File: src/rtl/mux8_scan_ctrl.sv
// Serializes an 8-bit word onto an external 8:1 mux by stepping its select lines.
// Optional trailing parity slot enabled by defining MUX8_SCAN_PARITY_EN.
module mux8_scan_ctrl #(
  parameter int MSB_FIRST = 0,
  parameter int HOLD      = 1
) (
  input  logic       clk,
  input  logic       rst,
  input  logic       load,
  input  logic [7:0] din,
  output logic       ready,
  output logic       I0,
  output logic       I1,
  output logic       I2,
  output logic       I3,
  output logic       I4,
  output logic       I5,
  output logic       I6,
  output logic       I7,
  output logic       S0,
  output logic       S1,
  output logic       S2,
  output logic       sel_valid,
  output logic       last,
  output logic       done
`ifdef MUX8_SCAN_PARITY_EN
  ,
  output logic       par_bit,
  output logic       par_valid
`endif
);

  // state | meaning
  // IDLE  | ready for load; select lines hold last index
  // SCAN  | stepping select through the eight data slots
  // PAR   | parity slot after the data (parity build only)
  typedef enum logic [1:0] {
    IDLE,
    SCAN
`ifdef MUX8_SCAN_PARITY_EN
    , PAR
`endif
  } state_t;

  localparam logic [2:0] FIRST_IDX = (MSB_FIRST != 0) ? 3'd7 : 3'd0;
  localparam logic [2:0] FINAL_IDX = (MSB_FIRST != 0) ? 3'd0 : 3'd7;
  localparam logic [3:0] HOLD_LAST = 4'(HOLD - 1);

  state_t     state_q, state_d;
  logic [7:0] word_q, word_d;
  logic [2:0] idx_q, idx_d;
  logic [3:0] hold_q, hold_d;
  logic       ready_d, sel_valid_d, last_d, done_d;
`ifdef MUX8_SCAN_PARITY_EN
  logic       par_bit_d, par_valid_d;
`endif

  always_comb begin
    state_d = state_q;
    word_d  = word_q;
    idx_d   = idx_q;
    hold_d  = hold_q;
    done_d  = 1'b0;
    case (state_q)
      IDLE: begin
        if (load) begin
          word_d  = din;
          idx_d   = FIRST_IDX;
          hold_d  = 4'd0;
          state_d = SCAN;
        end
      end
      SCAN: begin
        if (hold_q == HOLD_LAST) begin
          hold_d = 4'd0;
          if (idx_q == FINAL_IDX) begin
`ifdef MUX8_SCAN_PARITY_EN
            state_d = PAR;
`else
            state_d = IDLE;
            done_d  = 1'b1;
`endif
          end else begin
            idx_d = (MSB_FIRST != 0) ? idx_q - 3'd1 : idx_q + 3'd1;
          end
        end else begin
          hold_d = hold_q + 4'd1;
        end
      end
`ifdef MUX8_SCAN_PARITY_EN
      PAR: begin
        if (hold_q == HOLD_LAST) begin
          hold_d  = 4'd0;
          state_d = IDLE;
          done_d  = 1'b1;
        end else begin
          hold_d = hold_q + 4'd1;
        end
      end
`endif
      default: state_d = IDLE;
    endcase

    // Outputs are decoded from the next state so they leave the flops aligned with it.
    ready_d     = (state_d == IDLE);
    sel_valid_d = (state_d == SCAN);
    last_d      = sel_valid_d && (idx_d == FINAL_IDX);
`ifdef MUX8_SCAN_PARITY_EN
    par_valid_d = (state_d == PAR);
    par_bit_d   = ^word_d;
`endif
  end

  always_ff @(posedge clk) begin
    if (rst) begin
      state_q   <= IDLE;
      word_q    <= 8'd0;
      idx_q     <= 3'd0;
      hold_q    <= 4'd0;
      ready     <= 1'b1;
      sel_valid <= 1'b0;
      last      <= 1'b0;
      done      <= 1'b0;
`ifdef MUX8_SCAN_PARITY_EN
      par_bit   <= 1'b0;
      par_valid <= 1'b0;
`endif
    end else begin
      state_q   <= state_d;
      word_q    <= word_d;
      idx_q     <= idx_d;
      hold_q    <= hold_d;
      ready     <= ready_d;
      sel_valid <= sel_valid_d;
      last      <= last_d;
      done      <= done_d;
`ifdef MUX8_SCAN_PARITY_EN
      par_bit   <= par_bit_d;
      par_valid <= par_valid_d;
`endif
    end
  end

  assign {I7, I6, I5, I4, I3, I2, I1, I0} = word_q;
  assign {S2, S1, S0} = idx_q;

endmodule

File: config.mk
export PLATFORM = sky130hd
export DESIGN_NAME = mux8_scan_ctrl
export DESIGN_NICKNAME = d
export VERILOG_FILES = /design/src/rtl/mux8_scan_ctrl.sv
export SDC_FILE = /design/constraint.sdc
export NUM_CORES = 1
export LEC_CHECK = 0
export BUFFER_PORTS_ARGS = -buffer_cell sky130_fd_sc_hd__buf_2
export CAP_MARGIN = 20
export CELL_PAD_IN_SITES_DETAIL_PLACEMENT = 1
export CELL_PAD_IN_SITES_GLOBAL_PLACEMENT = 1
export CORE_MARGIN = 5
export CORE_UTILIZATION = 36
export DETAILED_ROUTE_END_ITERATION = 10
export HOLD_SLACK_MARGIN = 0.05
export PLACE_DENSITY_LB_ADDON = 0.1
export SLEW_MARGIN = 20
export SYNTH_ARGS = -nofsm -noshare
export SYNTH_HDL_FRONTEND = slang
export SYNTH_SLANG_ARGS = --single-unit
File: constraint.sdc
create_clock -name clk -period 1.82 [get_ports clk]
set_input_delay 0.273 -clock clk [delete_from_list [all_inputs] [get_ports clk]]
set_output_delay 0.273 -clock clk [all_outputs]
set_load 0.01 [all_outputs]
### Word-level counts from Yosys, hierarchy flattened

Index checks and enable logic that the tools add are counted.

* add/subtract/negate cells: 2
* equality and inequality tests: 5
* muxes and demuxes: 12
* bitwise gates (word level): 2
* reduce and logical (&&, ||, !) cells: 8

Operator list (count)
* 3-bit 2-to-1 mux: 3
* 4-bit 2-to-1 mux: 2
* 4-bit case mux with 2 select lines: 1
* 3-bit == test (second input constant): 2
* 2-bit 2-to-1 mux: 3
* 3-bit case mux with 2 select lines: 1
* 4-bit by 1-bit adder with 4-bit output (second input constant): 1
* 2-bit by 1-bit == test with 1-bit output (second input constant): 2
* 2-bit logical NOT: 2
* 4-bit logical NOT: 1
* 2-bit case mux with 2 select lines: 1
* 2-bit AND reduction: 2
* 3-bit by 1-bit adder with 3-bit output (second input constant): 1
* 3-bit OR reduction: 1
* 2-bit != test (second input constant): 1
* 1-bit NOT: 2
* 2-bit nonzero test: 1
* 1-bit logical AND: 1
* 1-bit 2-to-1 mux: 1

* register bits after elaboration: 21
* input bits: 11
* logic and storage cells: 37

### Depth between registers and ports, before layout

* depth in word-level cells: 6
* mapped depth: 6
* gate-level depth less buffers: 6

### Least setup slack after synthesis

No wires, ideal clock.

* path type: reg2reg
* from: register hold_q[0]
* to: register last
* setup time: 0.103 ns
* arrival: 1.408 ns
* data required time: 1.717 ns
* setup slack: 0.308 ns
* cell stages (with the launch flop): 7
* clock period less this slack: 1.512 ns
* cell sequence: dfxtp_1 inv_1 ha_1 nor3b_4 nor4b_2 o21ai_1 a2111oi_2

* cells in the longest elaborated chain, start to end: 5

Ends and longest elaborated chain
* from (decl): line 52 `logic [3:0] hold_q, hold_d;`
* from (signal assigned): line 132 `hold_q <= hold_d;`
* 4-bit logical NOT (*): line 74 `if (hold_q == HOLD_LAST) begin`
* 3-bit 2-to-1 mux / 2-bit 2-to-1 mux (equally long branches): line 74
* 3-bit case mux with 2 select lines / 2-bit case mux with 2 select lines (equally long branches): line 64 `case (state_q)`
* 3-bit == test / 2-bit by 1-bit == test with 1-bit output (equally long branches): line 107, 106
* 1-bit logical AND (*): line 107 `last_d = sel_valid_d && (idx_d == FINAL_IDX);`
* to (signal assigned): line 135 `last <= last_d;`
* to (decl): line 24 `output logic last,`

Every way passes the cells marked *; elsewhere a longest branch is shown, timed or not.
A chain may end at the register's enable or synchronous reset.

### Final worst setup path

* from: register hold_q[1]
* to: register last

Same word-level chain as after synthesis.

==> implementation parameters <==
Parameter                              Value

Yosys
  Count of different cell masters after synthesis    32
  Arithmetic-cell share of the synthesized area counting full adders, half adders and majority gates    between 4 and 5%
  Post-synthesis average cell area    9.11 um^2
  Compound-gate portion of the synthesized area    between 10% and 20%
  Yosys reg bits    21
  Synthesized netlist cell count    just under 100
  Dominant combinational cell family by area after synthesis    simple AND/OR/NAND/NOR gates
  Mapped Nets    111
  Yosys synthesis warning count    0
  Post-Syn Area    883 um^2
  Multiplexer share of the synthesized area    around 3.5%
  Post-synthesis simple-gate area fraction    25.1%
  Xor/xnor cell area share of the yosys netlist    0%
  Sequential-to-total area share from yosys stat    between 40% and 50%

Global routing
  Top Usage Layer GRT    met2
  Largest net degree at the start of global routing    18
  Overflow left after global routing    0
  First-pass GRT wire length    about 3300 um
  Number of global-route vias before repair    738
  Initial antenna violation count    0
  M1 GR Usage    15.6%
  All-Layer GR Usage    approximately an eighth
  Global-route met3 utilization    under 10%
  Global-route track usage on met2    about 20%

Hold path
  Tightest Hold Check Type    input port to register

Timing
  Final hold vios    0
  Setup TNS    0 ns
  Worst clock skew    0.00184 ns
  Worst slack on hold paths    around 0.19 ns
  Setup violation total in the final timing report    0
  Unrepaired setup endpoints after global routing    no
  Final max-slew violation count    0
  Period minus WS final    1.63 ns
  Highest clock frequency the design can meet    612 MHz
  Final cycle utilization of the critical path    approximately nine tenths

Drt
  Detailed Routing Iterations Pass 1    2
  Post-DRT Antenna Nets    0
  Number of design-rule violations left by the first detailed-router iteration    8
  Total number of vias    just under 800
  Routed wire length    between 1500 and 2000 um
  Via-per-instance ratio    just over 5
  Detail-routed net length per standard cell    roughly 13 um
  Residual DRC    0

Clocking
  Number of buffers inserted during clock tree synthesis    3
  Clk Tree Root Cell    clkbuf_4
  TritonCTS clock tree    built
  Number of buffers inserted by post-CTS setup repair    0
  Buffer levels on the longest clock path    2
  Number of sinks handled by clock tree synthesis    21
  Register clock-pin slew on the reported worst setup and hold paths    about 0.12 ns
  CTS H-tree lvls    1
  Clock latency of the later-clocked register in the worst-skew pair    0.31 ns

Setup path
  Worst EP arrival    about 1.9 ns
  Category of the worst setup path launch point    register
  Category of the worst setup path capture point    register
  Required time of the critical path    ~2.0 ns
  Class of the most critical setup path    register to register
  Critical path peak fanout    7

Final layout
  Number of nets in the layout    around 140
  # diodes    0
  Area Overhead vs Synth    21.1%
  Count of fill cells added during filler insertion    about 310
  Fraction of layout cells with a size suffix above 1    about 31%

Placement
  DP HPWL    around 1500 um
  Placer's final routability congestion estimate    between 0.7 and 0.8
  Number of buffers added on ports    25

Die
  Chip Width    a little under 60 um
  Number of placement rows    18
  Total Die Area    roughly 3500 um^2
  Starting density of the core    a little over a third
  Core outline area    approximately 2400 um^2
  Vert. Die Dim    59.5 um
  Count of pins on the block boundary    26

Power and ir drop
  Power Density    730 nW/um^2
  Peak supply drop    roughly 0.00036 V
  Static leakage    0.489 nW

Run
  Max-cap violations    0

Outcome
  Run status    complete, no violations
[cell type report]
| class | count | area (um^2) | area share (%) |
|---|---|---|---|
| Inverter | 4 | 15.0 | 1.40 |
| Timing Repair Buffer | 27 | 140 | 13.1 |
| Tap cell | 30 | 37.5 | 3.51 |
| Clock inverter | 1 | 5.00 | 0.468 |
| Multi-Input combinational cell | 68 | 428 | 40.0 |
| Clock buffer | 3 | 22.5 | 2.11 |
| Sequential cell | 21 | 422 | 39.4 |
[worst paths after layout]
kind | startpoint | end | slack (ns) | depth (start not counted)
hold reg to reg | word_q[5]$_SDFFE_PP0P_ | word_q[5]$_SDFFE_PP0P_ | 0.46 | 2
hold / removal | din[5] | word_q[5]$_SDFFE_PP0P_ | 0.19 | 3
setup reg to reg | hold_q[1]$_SDFFE_PP0P_ | last$_SDFF_PP0_ | 0.19 | 6
setup / recovery | hold_q[1]$_SDFFE_PP0P_ | last$_SDFF_PP0_ | 0.19 | 6
[cell families after synthesis]
kind of cell	after synthesis
and+or+nand+nor	43
DFF	21
AOI/OAI and AO/OA	18
buffers and inverters	8
muxes	3
adders and majority gates	3
other	1
[state kept, by name, indices dropped and copies added, names as in the netlist]
register	flops
state_q	2
sel_valid	1
idx_q	3
done	1
word_q	8
last	1
ready	1
hold_q	4
[Yosys cell counts]
cell type  number  area [um^2]
a2111oi_2       1         15.0
a21oi_1        10         50.1
a22oi_1         1         7.51
a311o_2         1         11.3
a311oi_1        1         8.76
a32oi_1         1         8.76
a41oi_1         1         8.76
and2_1          1         6.26
and3_1          1         6.26
buf_4           1         7.51
clkbuf_1        2         7.51
clkbuf_8        1         13.8
conb_1          1         3.75
dfxtp_1        21          420
ha_1            3         37.5
inv_1           4         15.0
mux2_2          1         11.3
mux2i_1         2         20.0
nand2_1        20         75.1
nand2b_1        1         6.26
nand3_1         2         10.0
nor2_1          7         26.3
nor2b_1         1         6.26
nor3_1          4         20.0
nor3b_1         1         7.51
nor3b_4         1         18.8
nor4b_1         1         8.76
nor4b_2         1         15.0
o211a_1         1         10.0
o21ai_1         1         5.00
or2_1           1         6.26
or3b_2          1         8.76
[power breakdown]
part / total, mW / internal (mW) / switching [mW]
Clock: 0.226 / 0.0821 / 0.144
Sequential: 0.482 / 0.473 / 0.00860
Combinational: 0.0735 / 0.0320 / 0.0415
[timing repair]
action                                  in CTS  in global routing
hold buffers                                 0                  0
endpoints found under the setup margin       0                  1
gates resized for setup                      0                  2
[placed cells by master, fill, tap and decap left out, types with 2 or more instances in the layout]
master,Yosys,layout
dfxtp_1,21,20
buf_2,0,25
inv_1,4,4
nand3_1,2,2
mux2i_1,2,2
buf_4,1,2
nor3_1,4,4
clkbuf_4,0,3
a21oi_1,10,10
nor2_1,7,7
ha_1,3,3
nand2_1,20,20
[routing by layer]
metal  wire length [um]  share of wire, %
met1                888                44
met2                939                47
met3                127               6.4
met4                 44               2.2
met5                  0                 0
[worst max-delay path, cell delays in order (launching register included)]
cell       delay (ns)
dfxtp_1          0.37
inv_1            0.07
ha_1             0.13
nor3b_4          0.30
nor4b_4          0.24
o21ai_1          0.10
a2111oi_2        0.34
[through the flow]
| stage | cells | utilization (%) | setup WS (ns) | cell area, um^2 | power (mW) |
|---|---|---|---|---|---|
| 2_1_floorplan | 97 | - | 0.308 | 883 | 0.535 |
| 3_3_place_gp | 150 | 42.8 | 0.204 | 1030 | 0.564 |
| 3_5_place_dp | 150 | 42.8 | 0.163 | 1030 | 0.567 |
| 4_1_cts | 154 | 44.0 | 0.143 | 1060 | 0.796 |
| 5_1_grt | 154 | 44.4 | 0.00354 | 1070 | 0.825 |
| 6_report | 154 | 44.4 | 0.186 | 1070 | 0.781 |
No activity file was read; power rests on OpenSTA's default activity.
